## config.mk

```make
export PLATFORM = sky130hd
export DESIGN_NAME = rgb_fade_sequencer
export DESIGN_NICKNAME = d
export VERILOG_FILES = /design/src/rtl/rgb_pkg.sv /design/src/rtl/tick_gen.sv /design/src/rtl/rgb_fade_sequencer.sv
export SDC_FILE = /design/constraint.sdc
export NUM_CORES = 1
export LEC_CHECK = 0
export CORE_MARGIN = 4
export CORE_UTILIZATION = 30
export DETAILED_ROUTE_END_ITERATION = 12
export MAX_ROUTING_LAYER = met4
export PLACE_DENSITY = 0.56
export SYNTH_ARGS = -nofsm -noshare
export SYNTH_HDL_FRONTEND = slang
export SYNTH_HIERARCHICAL = 1
export SYNTH_SLANG_ARGS = --single-unit
```

## constraint.sdc

```tcl
create_clock -name clk -period 7 [get_ports clk]
set_clock_uncertainty 0.2 [all_clocks]
set_input_delay 1.05 -clock clk [delete_from_list [all_inputs] [get_ports clk]]
set_output_delay 1.05 -clock clk [all_outputs]
set_load 0.1 [all_outputs]
```

## src/rtl/rgb_pkg.sv

```systemverilog
// rgb_pkg: shared definitions for the RGB fade sequencer.
//   - duty width and palette size
//   - packed RGB triple type and the 7-entry palette
//   - FSM state encoding
package rgb_pkg;

  localparam int unsigned DUTY_W     = 8;
  localparam int unsigned NUM_COLORS = 7;

  typedef logic [DUTY_W-1:0] duty_t;

  typedef struct packed {
    duty_t r;
    duty_t g;
    duty_t b;
  } rgb_t;

  typedef enum logic [2:0] {
    ST_IDLE      = 3'd0,
    ST_RAMP_UP   = 3'd1,
    ST_HOLD      = 3'd2,
    ST_RAMP_DOWN = 3'd3,
    ST_NEXT      = 3'd4
  } state_e;

  localparam rgb_t COLOR_RED    = '{r: 8'd255, g: 8'd0,   b: 8'd0};
  localparam rgb_t COLOR_ORANGE = '{r: 8'd255, g: 8'd60,  b: 8'd0};
  localparam rgb_t COLOR_YELLOW = '{r: 8'd255, g: 8'd255, b: 8'd0};
  localparam rgb_t COLOR_GREEN  = '{r: 8'd0,   g: 8'd255, b: 8'd0};
  localparam rgb_t COLOR_BLUE   = '{r: 8'd0,   g: 8'd0,   b: 8'd255};
  localparam rgb_t COLOR_INDIGO = '{r: 8'd8,   g: 8'd46,  b: 8'd84};
  localparam rgb_t COLOR_PURPLE = '{r: 8'd160, g: 8'd32,  b: 8'd240};

  function automatic rgb_t palette_color(input logic [2:0] idx);
    case (idx)
      3'd0:    return COLOR_RED;
      3'd1:    return COLOR_ORANGE;
      3'd2:    return COLOR_YELLOW;
      3'd3:    return COLOR_GREEN;
      3'd4:    return COLOR_BLUE;
      3'd5:    return COLOR_INDIGO;
      3'd6:    return COLOR_PURPLE;
      default: return COLOR_RED;
    endcase
  endfunction

endpackage

```

## src/rtl/tick_gen.sv

```systemverilog
// tick_gen: free-running step strobe generator.
//   clk   - clock
//   rst   - synchronous active-high reset (count to 0)
//   clr   - synchronous clear (count to 0), overrides hold
//   hold  - freeze the count; no strobe while high
//   tick  - one-cycle strobe when count == TICK_DIV-1
module tick_gen #(
  parameter int unsigned TICK_DIV = 625000
) (
  input  logic clk,
  input  logic rst,
  input  logic clr,
  input  logic hold,
  output logic tick
);

  localparam int unsigned CW = (TICK_DIV > 1) ? $clog2(TICK_DIV) : 1;
  localparam logic [CW-1:0] LAST = CW'(TICK_DIV - 1);

  logic [CW-1:0] count_q, count_d;

  always_comb begin
    count_d = count_q;
    tick    = 1'b0;
    if (clr) begin
      count_d = '0;
    end else if (!hold) begin
      tick    = (count_q == LAST);
      count_d = (count_q == LAST) ? '0 : count_q + CW'(1);
    end
  end

  always_ff @(posedge clk) begin
    if (rst) count_q <= '0;
    else     count_q <= count_d;
  end

endmodule

```

## src/rtl/rgb_fade_sequencer.sv

```systemverilog
// rgb_fade_sequencer: steps through a 7-colour palette, ramping each colour
// up one duty unit per step strobe, holding it for DWELL_TICKS strobes,
// ramping it back down to black, then advancing to the next colour.
//   clk, rst            - clock, synchronous active-high reset
//   start / stop        - begin from IDLE / abort to IDLE (stop wins)
//   pause               - level; freezes step counter, dwell counter, FSM, duties
//   r_duty/g_duty/b_duty- registered 8-bit channel duties
//   color_idx           - current palette index 0..6
//   busy                - high in every state except IDLE
//   seg_done            - one-cycle pulse while in NEXT (segment complete)
module rgb_fade_sequencer
  import rgb_pkg::*;
#(
  parameter int unsigned TICK_DIV    = 625000,
  parameter int unsigned DWELL_TICKS = 16
) (
  input  logic       clk,
  input  logic       rst,
  input  logic       start,
  input  logic       stop,
  input  logic       pause,
  output logic [7:0] r_duty,
  output logic [7:0] g_duty,
  output logic [7:0] b_duty,
  output logic [2:0] color_idx,
  output logic       busy,
  output logic       seg_done
);

  localparam int unsigned DW = (DWELL_TICKS > 1) ? $clog2(DWELL_TICKS) : 1;
  localparam logic [DW-1:0] DWELL_LAST = DW'(DWELL_TICKS - 1);

  state_e        state_q, state_d;
  rgb_t          duty_q, duty_d;
  logic [2:0]    idx_q, idx_d;
  logic [DW-1:0] dwell_q, dwell_d;
  logic          seg_done_q, seg_done_d;

  logic step_tick;
  logic tick_clr;
  rgb_t target;
  rgb_t up_next;
  rgb_t down_next;

  // Counter sits at 0 in IDLE and stays cleared on the start edge, so the
  // first strobe of a sequence lands TICK_DIV cycles after busy rises.
  assign tick_clr = (state_q == ST_IDLE) || stop;

  tick_gen #(.TICK_DIV(TICK_DIV)) u_tick (
    .clk  (clk),
    .rst  (rst),
    .clr  (tick_clr),
    .hold (pause),
    .tick (step_tick)
  );

  function automatic duty_t step_toward(input duty_t cur, input duty_t tgt);
    return (cur < tgt) ? cur + 8'd1 : cur;
  endfunction

  function automatic duty_t step_down(input duty_t cur);
    return (cur != '0) ? cur - 8'd1 : cur;
  endfunction

  always_comb begin
    target    = palette_color(idx_q);
    up_next   = '{r: step_toward(duty_q.r, target.r),
                  g: step_toward(duty_q.g, target.g),
                  b: step_toward(duty_q.b, target.b)};
    down_next = '{r: step_down(duty_q.r),
                  g: step_down(duty_q.g),
                  b: step_down(duty_q.b)};

    state_d    = state_q;
    duty_d     = duty_q;
    idx_d      = idx_q;
    dwell_d    = dwell_q;
    seg_done_d = 1'b0;

    if (stop) begin
      state_d = ST_IDLE;
      duty_d  = '0;
      idx_d   = '0;
      dwell_d = '0;
    end else if (!pause) begin
      case (state_q)
        ST_IDLE: begin
          if (start) begin
            state_d = ST_RAMP_UP;
            duty_d  = '0;
            idx_d   = '0;
            dwell_d = '0;
          end
        end
        ST_RAMP_UP: begin
          if (step_tick) begin
            duty_d = up_next;
            if (up_next == target) begin
              state_d = ST_HOLD;
              dwell_d = '0;
            end
          end
        end
        ST_HOLD: begin
          if (step_tick) begin
            if (dwell_q == DWELL_LAST) begin
              state_d = ST_RAMP_DOWN;
              dwell_d = '0;
            end else begin
              dwell_d = dwell_q + DW'(1);
            end
          end
        end
        ST_RAMP_DOWN: begin
          if (step_tick) begin
            duty_d = down_next;
            if (down_next == '0) begin
              state_d    = ST_NEXT;
              seg_done_d = 1'b1;
            end
          end
        end
        ST_NEXT: begin
          idx_d   = (idx_q == 3'(NUM_COLORS - 1)) ? '0 : idx_q + 3'd1;
          state_d = ST_RAMP_UP;
        end
        default: begin
          state_d = ST_IDLE;
          duty_d  = '0;
          idx_d   = '0;
          dwell_d = '0;
        end
      endcase
    end
  end

  always_ff @(posedge clk) begin
    if (rst) begin
      state_q    <= ST_IDLE;
      duty_q     <= '0;
      idx_q      <= '0;
      dwell_q    <= '0;
      seg_done_q <= 1'b0;
    end else begin
      state_q    <= state_d;
      duty_q     <= duty_d;
      idx_q      <= idx_d;
      dwell_q    <= dwell_d;
      seg_done_q <= seg_done_d;
    end
  end

  assign r_duty    = duty_q.r;
  assign g_duty    = duty_q.g;
  assign b_duty    = duty_q.b;
  assign color_idx = idx_q;
  assign busy      = (state_q != ST_IDLE);
  assign seg_done  = seg_done_q;

endmodule

```

==> results of run 1 <==
==> per-stage QoR <==
stage | setup WS [ns] | total power, mW | instances | hold slack [ns] | cell area (sq um)
2_1_floorplan | 1.83 | 0.370 | 740 | 0.256 | 5510
3_3_place_gp | 2.02 | 0.390 | 951 | 0.272 | 5910
3_5_place_dp | 1.93 | 0.389 | 951 | 0.278 | 5910
4_1_cts | 1.91 | 0.697 | 959 | 0.294 | 6080
5_1_grt | 1.38 | 0.714 | 959 | 0.324 | 6080
6_report | 1.88 | 0.688 | 959 | 0.294 | 6080
==> registers in the layout, summed over array words and instances (netlist names) <==
| signal | flops |
|---|---|
| u_tick/count_q | 20 |
| b_duty | 8 |
| g_duty | 8 |
| r_duty | 8 |
| dwell_q | 4 |
| color_idx | 3 |
| state_q | 3 |
| seg_done | 1 |
==> cells by family after synthesis <==
logic type	Yosys count	share of synthesized area, %
AO/OA/AOI/OAI	202	25.7
XOR/XNOR	32	5.08
adder cells (fa/ha/maj)	33	7.49
buffers and inverters	76	6.11
flip-flops	55	20.0
multiplexers	15	2.77
AND/OR/NAND/NOR	327	32.9
==> cell usage in the layout, fill, tap and decap left out, drive strengths merged, types with 5 or more instances in the layout <==
cell type / n
a211oi: 7
o21ai: 44
and3: 18
or4: 9
a22oi: 18
o22ai: 7
clkbuf: 5
clkdlybuf4s50: 33
nand3: 30
xnor2: 14
or3: 11
nor3b: 5
or2: 5
nor2: 88
nand4: 22
nand2: 59
nor3: 27
nor4b: 7
nor2b: 9
xor2: 18
inv: 24
a21oi: 57
and2: 13
ha: 33
dfxtp: 55
mux2i: 13
o31ai: 6
nand2b: 6
a31oi: 5
nor4: 5
==> routing by layer <==
| metal | GRT usage [%] | wire (microns) |
|---|---|---|
| met1 | 22.8 | 7590 |
| met2 | 24.8 | 7350 |
| met3 | 2.20 | 1090 |
| met4 | 3.96 | 206 |
| met5 | - | 0 |
==> final timing paths <==
path	from	end	slack (ns)	depth (start not counted)
worst min register to register	u_tick/count_q[19]	u_tick/count_q[19]	0.29	2
worst max-delay path	color_idx[0]	dwell_q[0]	1.88	16
worst max register to register	color_idx[0]	dwell_q[0]	1.88	16
worst min-delay path	u_tick/count_q[19]	u_tick/count_q[19]	0.29	2
==> power breakdown <==
part / internal (mW) / leakage (nW) / switching [mW]
sequential: 0.314 / 0.443 / 0.00344
combinational: 0.0181 / 1.54 / 0.0476
clock: 0.171 / 0.0844 / 0.133
==> cell type report <==
| class | count | area [sq um] |
|---|---|---|
| multi-input cells | 609 | 4090 |
| inverters | 23 | 86.3 |
| fillers | 1966 | 11900 |
| repair buffers | 35 | 345 |
| flip-flops and latches | 55 | 1100 |
| well taps | 229 | 287 |
| clock buffers | 5 | 125 |
| clock inverters | 3 | 47.5 |
==> worst max-delay path, cell delays in order, from the launching register on <==
cell	delay [ns]
dfxtp_1	0.70
and2_1	0.22
ha_1	0.33
nand2b_1	0.09
a21o_1	0.24
nand3_1	0.38
a21boi_0	0.46
ha_1	0.34
a21oi_1	0.16
o21ai_0	0.13
or2_2	0.36
nor4_4	0.39
mux2_2	0.38
o21ai_0	0.15
a21o_1	0.21
nand4_1	0.11
o2111a_1	0.15
==> metrics.md, run 1 <==
| Metric | Value |
|---|---|
| Syn Area/Cell | 7.45 sq um |
| Initial Util | 30.6% |
| Die Area | 0.0206 sq mm |
| Die H | 144 microns |
| Critical Path AT | 5.12 ns |
| Synthesized Nets | 778 |
| Count leader, synth | nor2_1 |
| Post-CTS Setup Repair Bufs | 0 |
| Pleak | 2.07 nW |
| P per Cell Area | 113 mW/mm^2 |
| Sequential share of the synthesized area | 20.0% |
| Data required, critical path | 7.00 ns |
| Cells after Synth | 740 |
| DR vias/cell | 5.80 |
| Rows | 49 |
| Total grt overflow | 0 |
| Peak fanout along the critical path | 15 |
| YS warnings | 6 |
| Clock tree from TritonCTS | built |
| Tot GR Track Use | 16.3% |
| CP endpoint kind | flip-flop |
| Async set-reset flop share out of synthesis | 0% |
| Synth top area share | 20.0% |
| Layout cells sized above 1 | 8.63% |
| Clk Latency, worst-skew pair | 0.31 ns |
| Ys flop type | dfxtp_1 |
| Fin util | 33.7% |
| Initial DRC Count | 512 |
| Max-Cap Viols | 0 |
| Startpoint type of the worst setup path | flip-flop |
| H-tree Lvls | 2 |
| Root Driver | clkbuf_16 |
| Num CTS Buffers | 5 |
| Vias in the first global route | 4969 |
| Commonest cells post-synth | nor2_1 (75), nand2_1 (59), dfxtp_1 (55), a21oi_1 (49), o21ai_0 (42) |
| First-pass iteration count of the detailed router | 6 |
| Port Buffers | 33 |
| Synth area leader | dfxtp_1 |
| DR WL/cell | 16.9 microns |
| Least-Margin Pin Slew | 0.984 ns |
| CTS Buffer Depth | 2 |
| DRC viols | 0 |
| Largest net degree at the start of global routing | 33 |
| Post-synth EDFFs | 0 |
| Final Hold Vio Count | 0 |
| Total Wirelength | 16200 microns |
| Post-detail-place hpwl | 11600 microns |
| Dominant cells by area after synthesis | dfxtp_1 (20%), ha_1 (7.5%), nor2_1 (5.1%), a21oi_1 (4.4%), nand2_1 (4.0%) |
| Count of cell types in the netlist | 88 |
| Post-cts gate resize count | 0 |
| Core Footprint | 0.0180 sq mm |
| Final setup viols | 0 |
| Post-Syn Area | 0.00551 sq mm |
| Hold Path Class | flip-flop to flip-flop |
| Nets@finish | 767 |
| Fmax | 195 MHz |
| Unrepaired setup endpoints after global routing | no |
| Synth Register Bits | 55 |
| Post-cts hold buffer count | 0 |
| Peak supply drop | 0.0716 mV |
| ANT cells | 0 |
| P&R area growth vs syn | 10.3% |
| Max-slew headroom | 34.2% |
| I/O pins | 34 |
| Clock sink total | 55 |
| Clk pin slew, worst setup/hold paths | 0.08 ns |
| Detailed-route via count | 5561 |
| Final period utilization | 73.1% |
| Die X | 144 microns |
| Placer Congestion | 0.862 |
| Class of the most critical setup path | flip-flop to flip-flop |
| Status | finished clean |
| First-pass GRT wire length | 26800 microns |
| Max Slew Vio Count | 0 |
| Minimum clock period | 5.12 ns |
| Initial antenna violation count | 0 |
| Routed Antenna Nets | 0 |
| Setup tns final | 0 ns |
Note: power is estimated with default switching activity, not from simulation.
==> run 2, diff against run 1 <==
- PLACE_DENSITY: 0.56 -> 0.58
- clock period: 7 -> 4.45 ns (I/O delays scaled with it)
==> run 2 against run 1 <==
  * Non-clock buffer count grew 13
  * Via count grew 0.95%
  * First-iteration DRC count grew 7.6%
  * Power grew 51%
  * Final cell count grew 1.4%
  * Register-to-register slack lost 1.5 ns
  * Worst setup slack lost 1.5 ns
  * Critical endpoint unchanged
==> metrics.md, run 2 (same netlist as run 1, synthesis figures left out) <==
| Metric | Value |
|---|---|
| Critical Path AT | 4.09 ns (-1.03 ns) |
| Post-Place Cells | 964 (+1.4%) |
| Final Hold Vio Count | 0 (unchanged) |
| Fmax | 245 MHz (+25%) |
| WHS | 0.286 ns (-0.00780 ns) |
| RR Startpoint | color_idx[0] |
| H-tree Lvls | 2 (unchanged) |
| Setup tns final | 0 ns (unchanged) |
| Total of fill cells in the finished design | 1933 (-1.7%) |
| Most frequent cells in the layout | nor2_1 (75), nand2_1 (59), dfxtp_1 (52) |
| Pwr Total | 1.04 mW (+51%) |
| Vias in the first global route | 5021 (+1.0%) |
| Reg power frac | 48.0% (+1.9 points) |
| I/O pins | 34 (unchanged) |
| Initial Util | 30.6% (unchanged) |
| Status | finished clean |
| Fin util | 34.3% (+0.58 points) |
| Clock tree from TritonCTS | built |
| Clk Latency, worst-skew pair | 0.31 ns (about the same) |
| Worst hold path startpoint | u_tick/count_q[19] |
| Pleak | 2.15 nW (+3.5%) |
| Rows | 49 (unchanged) |
| CP endpoint kind | flip-flop |
| Critical Path Source | color_idx[0] |
| Commonest non-fill, non-tap cell in the layout | nor2_1 |
| Placement Cell Area | 0.00602 sq mm (+1.9%) |
| Startpoint type of the worst setup path | flip-flop |
| Fin worst setup slack | 0.361 ns (-1.52 ns) |
| Max reg flops | 20 (unchanged) |
| Num CTS Buffers | 5 (unchanged) |
| DR vias/cell | 5.78 (-0.40%) |
| Total grt overflow | 0 (unchanged) |
| Post-detail-place hpwl | 11700 microns (+1.3%) |
| Pre-CTS setup slack | 0.248 ns (-1.68 ns) |
| Layout cells sized above 1 | 10.9% (+2.3 points) |
| Final setup viols | 0 (unchanged) |
| Clk pin slew, worst setup/hold paths | 0.08 ns (about the same) |
| Class of the most critical setup path | flip-flop to flip-flop |
| Nets@finish | 780 (+1.7%) |
| Final instance area | 0.00619 sq mm (+1.7%) |
| Fin cells | 972 (+1.4%) |
| Final period utilization | 91.9% (+19 points) |
| Hold Path Class | flip-flop to flip-flop |
| Unrepaired setup endpoints after global routing | no |
| Post-CTS Setup Repair Bufs | 0 (unchanged) |
| ANT cells | 0 (unchanged) |
| Die H | 144 microns (unchanged) |
| First-pass iteration count of the detailed router | 5 (-1) |
| P&R area growth vs syn | 12.2% |
| First-pass GRT wire length | 26400 microns (-1.5%) |
| Placer Congestion | 0.910 (+5.5%) |
| Least-Margin Pin Slew | 0.989 ns (+0.00556 ns) |
| Peak fanout along the critical path | 15 (unchanged) |
| DR WL/cell | 16.5 microns (-2.3%) |
| Peak supply drop | 0.139 mV (+94%) |
| Die Area | 0.0206 sq mm (unchanged) |
| CTS Buffer Depth | 2 (unchanged) |
| Minimum clock period | 4.09 ns (-1.03 ns) |
| DRC viols | 0 (unchanged) |
| Net Sw Frac | 28.7% (+1.8 points) |
| Tot GR Track Use | 16.0% (-0.24 points) |
| P_int | 0.739 mW (+47%) |
| R2R cell count | 13 (-3) |
| Initial DRC Count | 551 (+7.6%) |
| Clock sink total | 55 (unchanged) |
| Root Driver | clkbuf_16 |
| Largest Register | u_tick/count_q |
| Logic pwr share | 10.5% (+0.9 points) |
| Data required, critical path | 4.46 ns (-2.54 ns) |
| Initial antenna violation count | 0 (unchanged) |
| P per Cell Area | 167 mW/mm^2 (+48%) |
| Max-Cap Viols | 0 (unchanged) |
| Total Wirelength | 16100 microns (-1.0%) |
| Core Footprint | 0.0180 sq mm (unchanged) |
| Hold path depth | 2 (unchanged) |
| Detailed-route via count | 5614 (+0.95%) |
| Die X | 144 microns (unchanged) |
| Port Buffers | 33 (unchanged) |
| Max Slew Vio Count | 0 (unchanged) |
| Routed Antenna Nets | 0 (unchanged) |
| Largest net degree at the start of global routing | 33 (unchanged) |
| Clock power share | 41.5% (-2.8 points) |
| Max-slew headroom | 33.8% (-0.37 points) |
| Psw | 0.297 mW (+61%) |
run 2: cell type report:
type	count	area, sq um	share of cell area, %
clock buffer	5	125	2.02
clock inverter	3	26.3	0.425
inverter	23	86.3	1.40
multi-input combinational	609	4100	66.2
sequential	55	1110	17.9
tap	229	287	4.63
timing repair buffer	48	455	7.36
run 2: path summary, 6_finish.rpt:
path	end	slack (ns)
min reg2reg	u_tick/count_q[19]	0.29
max	dwell_q[0]	0.36
min	u_tick/count_q[19]	0.29
max reg2reg	dwell_q[0]	0.36
run 2: routing by layer:
layer  vias up  part of all wire [%]  GRT usage (%)
li1       2742                     -              -
met1      2662                    48           22.8
met2       185                    43           23.7
met3        25                   6.3           2.33
met4         0                   2.3           4.46
met5         -                     0              -
run 2: repair_timing:
action | CTS | global route
resized for setup | 0 | 2
hold buffers | 0 | 0
setup endpoints to repair | 0 | 6
run 2: power groups by stage:
stage | clock network [mW] | registers, mW | logic (mW)
after floorplan | 0 | 0.508 | 0.0726
after global placement | 0 | 0.509 | 0.108
after detailed placement | 0 | 0.509 | 0.107
after CTS | 0.447 | 0.497 | 0.108
after global routing | 0.463 | 0.498 | 0.118
final | 0.430 | 0.498 | 0.108
run 2: critical path, cell delays in order, from the launching register on:
cell and delay [ns]:
dfxtp_4 0.46, and2_1 0.15, ha_1 0.32, nor2_1 0.20, ha_1 0.36, nand2_1 0.06
o21ai_0 0.66, a21oi_4 0.17, and3_1 0.25, nor4b_1 0.28, nand4_1 0.20, nor4_4 0.38
nand4_1 0.14, o2111a_1 0.15
==> run 3, diff against run 2 <==
- CORE_UTILIZATION: 30 -> 45
- PLACE_DENSITY: 0.58 -> 0.76
==> run 3 against run 2 <==
  * Power shrank 0.96%
  * Largest power group unchanged
  * Register-to-register slack lost 0.02 ns
  * Highest routed layer unchanged
  * Non-clock buffer count grew 1
  * Sequential share of layout area grew 0.31 points
  * Hold slack gained 0.0077 ns
  * Die area shrank 32%
  * Maximum frequency shrank 0.38%
  * First-iteration DRC count grew 30%
  * Critical endpoint unchanged
==> metrics.md, run 3 (same netlist as run 1, synthesis figures left out) <==
| Metric | Value |
|---|---|
| Reg-to-Reg End | dwell_q[0] |
| Critical path's slowest cell | dfxtp_4 |
| Layout cells sized above 1 | 11.0% (+0.12 points) |
| Nets@finish | 781 (+0.13%) |
| Max reg flops | 20 (unchanged) |
| Clock tree from TritonCTS | built |
| ANT cells | 0 (unchanged) |
| Final instance area | 0.00608 sq mm (-1.7%) |
| CTS Buffer Depth | 2 (unchanged) |
| Final setup viols | 0 (unchanged) |
| Critical path, cell by cell | and2_1 -> ha_2 -> nand2b_1 -> a21o_1 -> nand3_2 -> a21boi_1 -> ha_1 -> a21oi_1 -> o21ai_0 -> or2_2 -> nor3_2 -> xor2_1 -> a22oi_1 -> nor4_4 -> nand4_1 -> o2111a_1 |
| First-pass GRT wire length | 25000 microns (-5.1%) |
| Final Hold Vio Count | 0 (unchanged) |
| Initial antenna violation count | 0 (unchanged) |
| Hold path depth | 2 (unchanged) |
| Total of fill cells in the finished design | 1166 (-40%) |
| Clock sink total | 55 (unchanged) |
| Rows | 40 (-18%) |
| Pleak | 2.15 nW (+0.11%) |
| Psw | 0.287 mW (-3.4%) |
| Logic pwr share | 10.2% (-0.3 points) |
| DR vias/cell | 6.33 (+9.6%) |
| Detailed-route via count | 5640 (+0.46%) |
| DR WL/cell | 17.2 microns (+4.0%) |
| Placement Cell Area | 0.00592 sq mm (-1.8%) |
| Root Driver | clkbuf_16 |
| Die H | 119 microns (-17%) |
| Die Area | 0.0141 sq mm (-32%) |
| Class of the most critical setup path | flip-flop to flip-flop |
| Die X | 119 microns (-17%) |
| Slowest cell delay on critical path | 0.46 ns (-0.20 ns) |
| R2r setup slk | 0.35 ns (-0.02 ns) |
| Worst hold path startpoint | u_tick/count_q[19] |
| Port Buffers | 33 (unchanged) |
| R2R cell count | 16 (+3) |
| Least-Margin Pin Slew | 1.02 ns (+0.0260 ns) |
| H-tree Lvls | 2 (unchanged) |
| Unrepaired setup endpoints after global routing | no |
| Net Sw Frac | 27.9% (-0.72 points) |
| Num CTS Buffers | 5 (unchanged) |
| Tot GR Track Use | 21.8% (+5.8 points) |
| Final period utilization | 92.2% (+0.35 points) |
| Total Wirelength | 15300 microns (-4.7%) |
| P per Cell Area | 169 mW/mm^2 (+0.77%) |
| Fmax | 244 MHz (-0.38%) |
| Startpoint type of the worst setup path | flip-flop |
| Largest net degree at the start of global routing | 33 (unchanged) |
| CP endpoint kind | flip-flop |
| P_int | 0.739 mW (about the same) |
| Max-Cap Viols | 0 (unchanged) |
| RR Startpoint | color_idx[0] |
| Family with the most delay on the worst path | simple AND/OR/NAND/NOR gates |
| First-pass iteration count of the detailed router | 5 (unchanged) |
| Peak fanout along the critical path | 15 (unchanged) |
| Core Footprint | 0.0120 sq mm (-33%) |
| Reg power frac | 48.4% (+0.4 points) |
| P&R area growth vs syn | 10.3% |
| Area of the multi-input gates | 0.00410 sq mm (about the same) |
| Register area | 0.00111 sq mm (unchanged) |
| Status | finished clean |
| Hold Path Class | flip-flop to flip-flop |
| Max Slew Vio Count | 0 (unchanged) |
| Initial DRC Count | 716 (+30%) |
| Post-detail-place hpwl | 11000 microns (-5.9%) |
| Initial Util | 45.9% (+15 points) |
| Setup tns final | 0 ns (unchanged) |
| Vias in the first global route | 4951 (-1.4%) |
| Post-CTS Setup Repair Bufs | 0 (unchanged) |
| Buf+Inv Stages, Crit Path | 0 (unchanged) |
| Clk Latency, worst-skew pair | 0.31 ns (about the same) |
| DRC viols | 0 (unchanged) |
| Critical Path AT | 4.11 ns (+0.02 ns) |
| Clock power share | 41.3% (-0.2 points) |
| Largest Register | u_tick/count_q |
| Commonest non-fill, non-tap cell in the layout | nor2_1 |
| Minimum clock period | 4.10 ns (+0.0157 ns) |
| Data required, critical path | 4.45 ns (about the same) |
| Peak supply drop | 0.134 mV (-3.2%) |
| Total grt overflow | 0 (unchanged) |
| Most frequent cells in the layout | nor2_1 (75), nand2_1 (59), dfxtp_1 (52) |
| Max-slew headroom | 32.1% (-1.7 points) |
| Routed Antenna Nets | 0 (unchanged) |
| Placer Congestion | 0.910 (about the same) |
| Hold Crit Endpoint | u_tick/count_q[19] |
| I/O pins | 34 (unchanged) |
| Clk pin slew, worst setup/hold paths | 0.08 ns (about the same) |
[run 3: tightest hold or removal path, delay by kind of cell, from the launching register on]
| family | cells | cell delay, ns |
|---|---|---|
| flip-flops | 1 | 0.32 |
| AO/OA/AOI/OAI | 2 | 0.13 |
[run 3: how the worst max path moves through the flow]
stage                      start    endpoint  slack (ns)  depth (start not counted)
finish              color_idx[0]  dwell_q[0]        0.35                         16
global route        color_idx[0]  dwell_q[0]        0.07                         16
CTS                 color_idx[2]  dwell_q[0]        0.27                         13
detailed placement  color_idx[1]  state_q[0]        0.28                         13
global placement    color_idx[0]  state_q[0]        0.38                         16
floorplan           color_idx[0]  dwell_q[0]        0.07                         17
[run 3: layout make-up]
| type | count | area share [%] |
|---|---|---|
| Tap cell | 147 | 3.02 |
| Inverter | 23 | 1.42 |
| Clock inverter | 3 | 0.473 |
| Timing Repair Buffer | 49 | 7.41 |
| Multi-Input combinational cell | 609 | 67.4 |
| Clock buffer | 5 | 2.06 |
| Sequential cell | 55 | 18.3 |
[run 3: power by group through the flow]
stage | Sequential, mW | Clock [mW] | Combinational (mW)
2_1_floorplan | 0.508 | 0 | 0.0726
3_3_place_gp | 0.509 | 0 | 0.103
3_5_place_dp | 0.509 | 0 | 0.103
4_1_cts | 0.497 | 0.437 | 0.104
5_1_grt | 0.498 | 0.460 | 0.113
6_report | 0.497 | 0.424 | 0.105
[run 3: stage by stage]
stage | power, mW | setup WS (ns) | instances | hold WS, ns | utilization (%)
after global placement | 0.611 | 0.385 | 883 | 0.273 | 49.3
after CTS | 1.04 | 0.274 | 891 | 0.294 | 50.5
after floorplan | 0.581 | 0.0714 | 740 | 0.256 | -
after detailed placement | 0.612 | 0.284 | 883 | 0.282 | 49.3
after global routing | 1.07 | 0.0704 | 891 | 0.321 | 50.6
final | 1.03 | 0.345 | 891 | 0.294 | 50.6
[run 3: per-layer routing]
layer,vias up,global-route usage (%),routed length (microns)
met1,2651,30.5,7100
met3,29,3.30,951
met5,-,-,0
met4,0,7.46,388
met2,214,32.0,6890
li1,2746,-,-
[run 3: timing repair]
action                                  CTS  global route
resized for setup                         0             2
endpoints found under the setup margin    0             4
hold buffers                              0             0
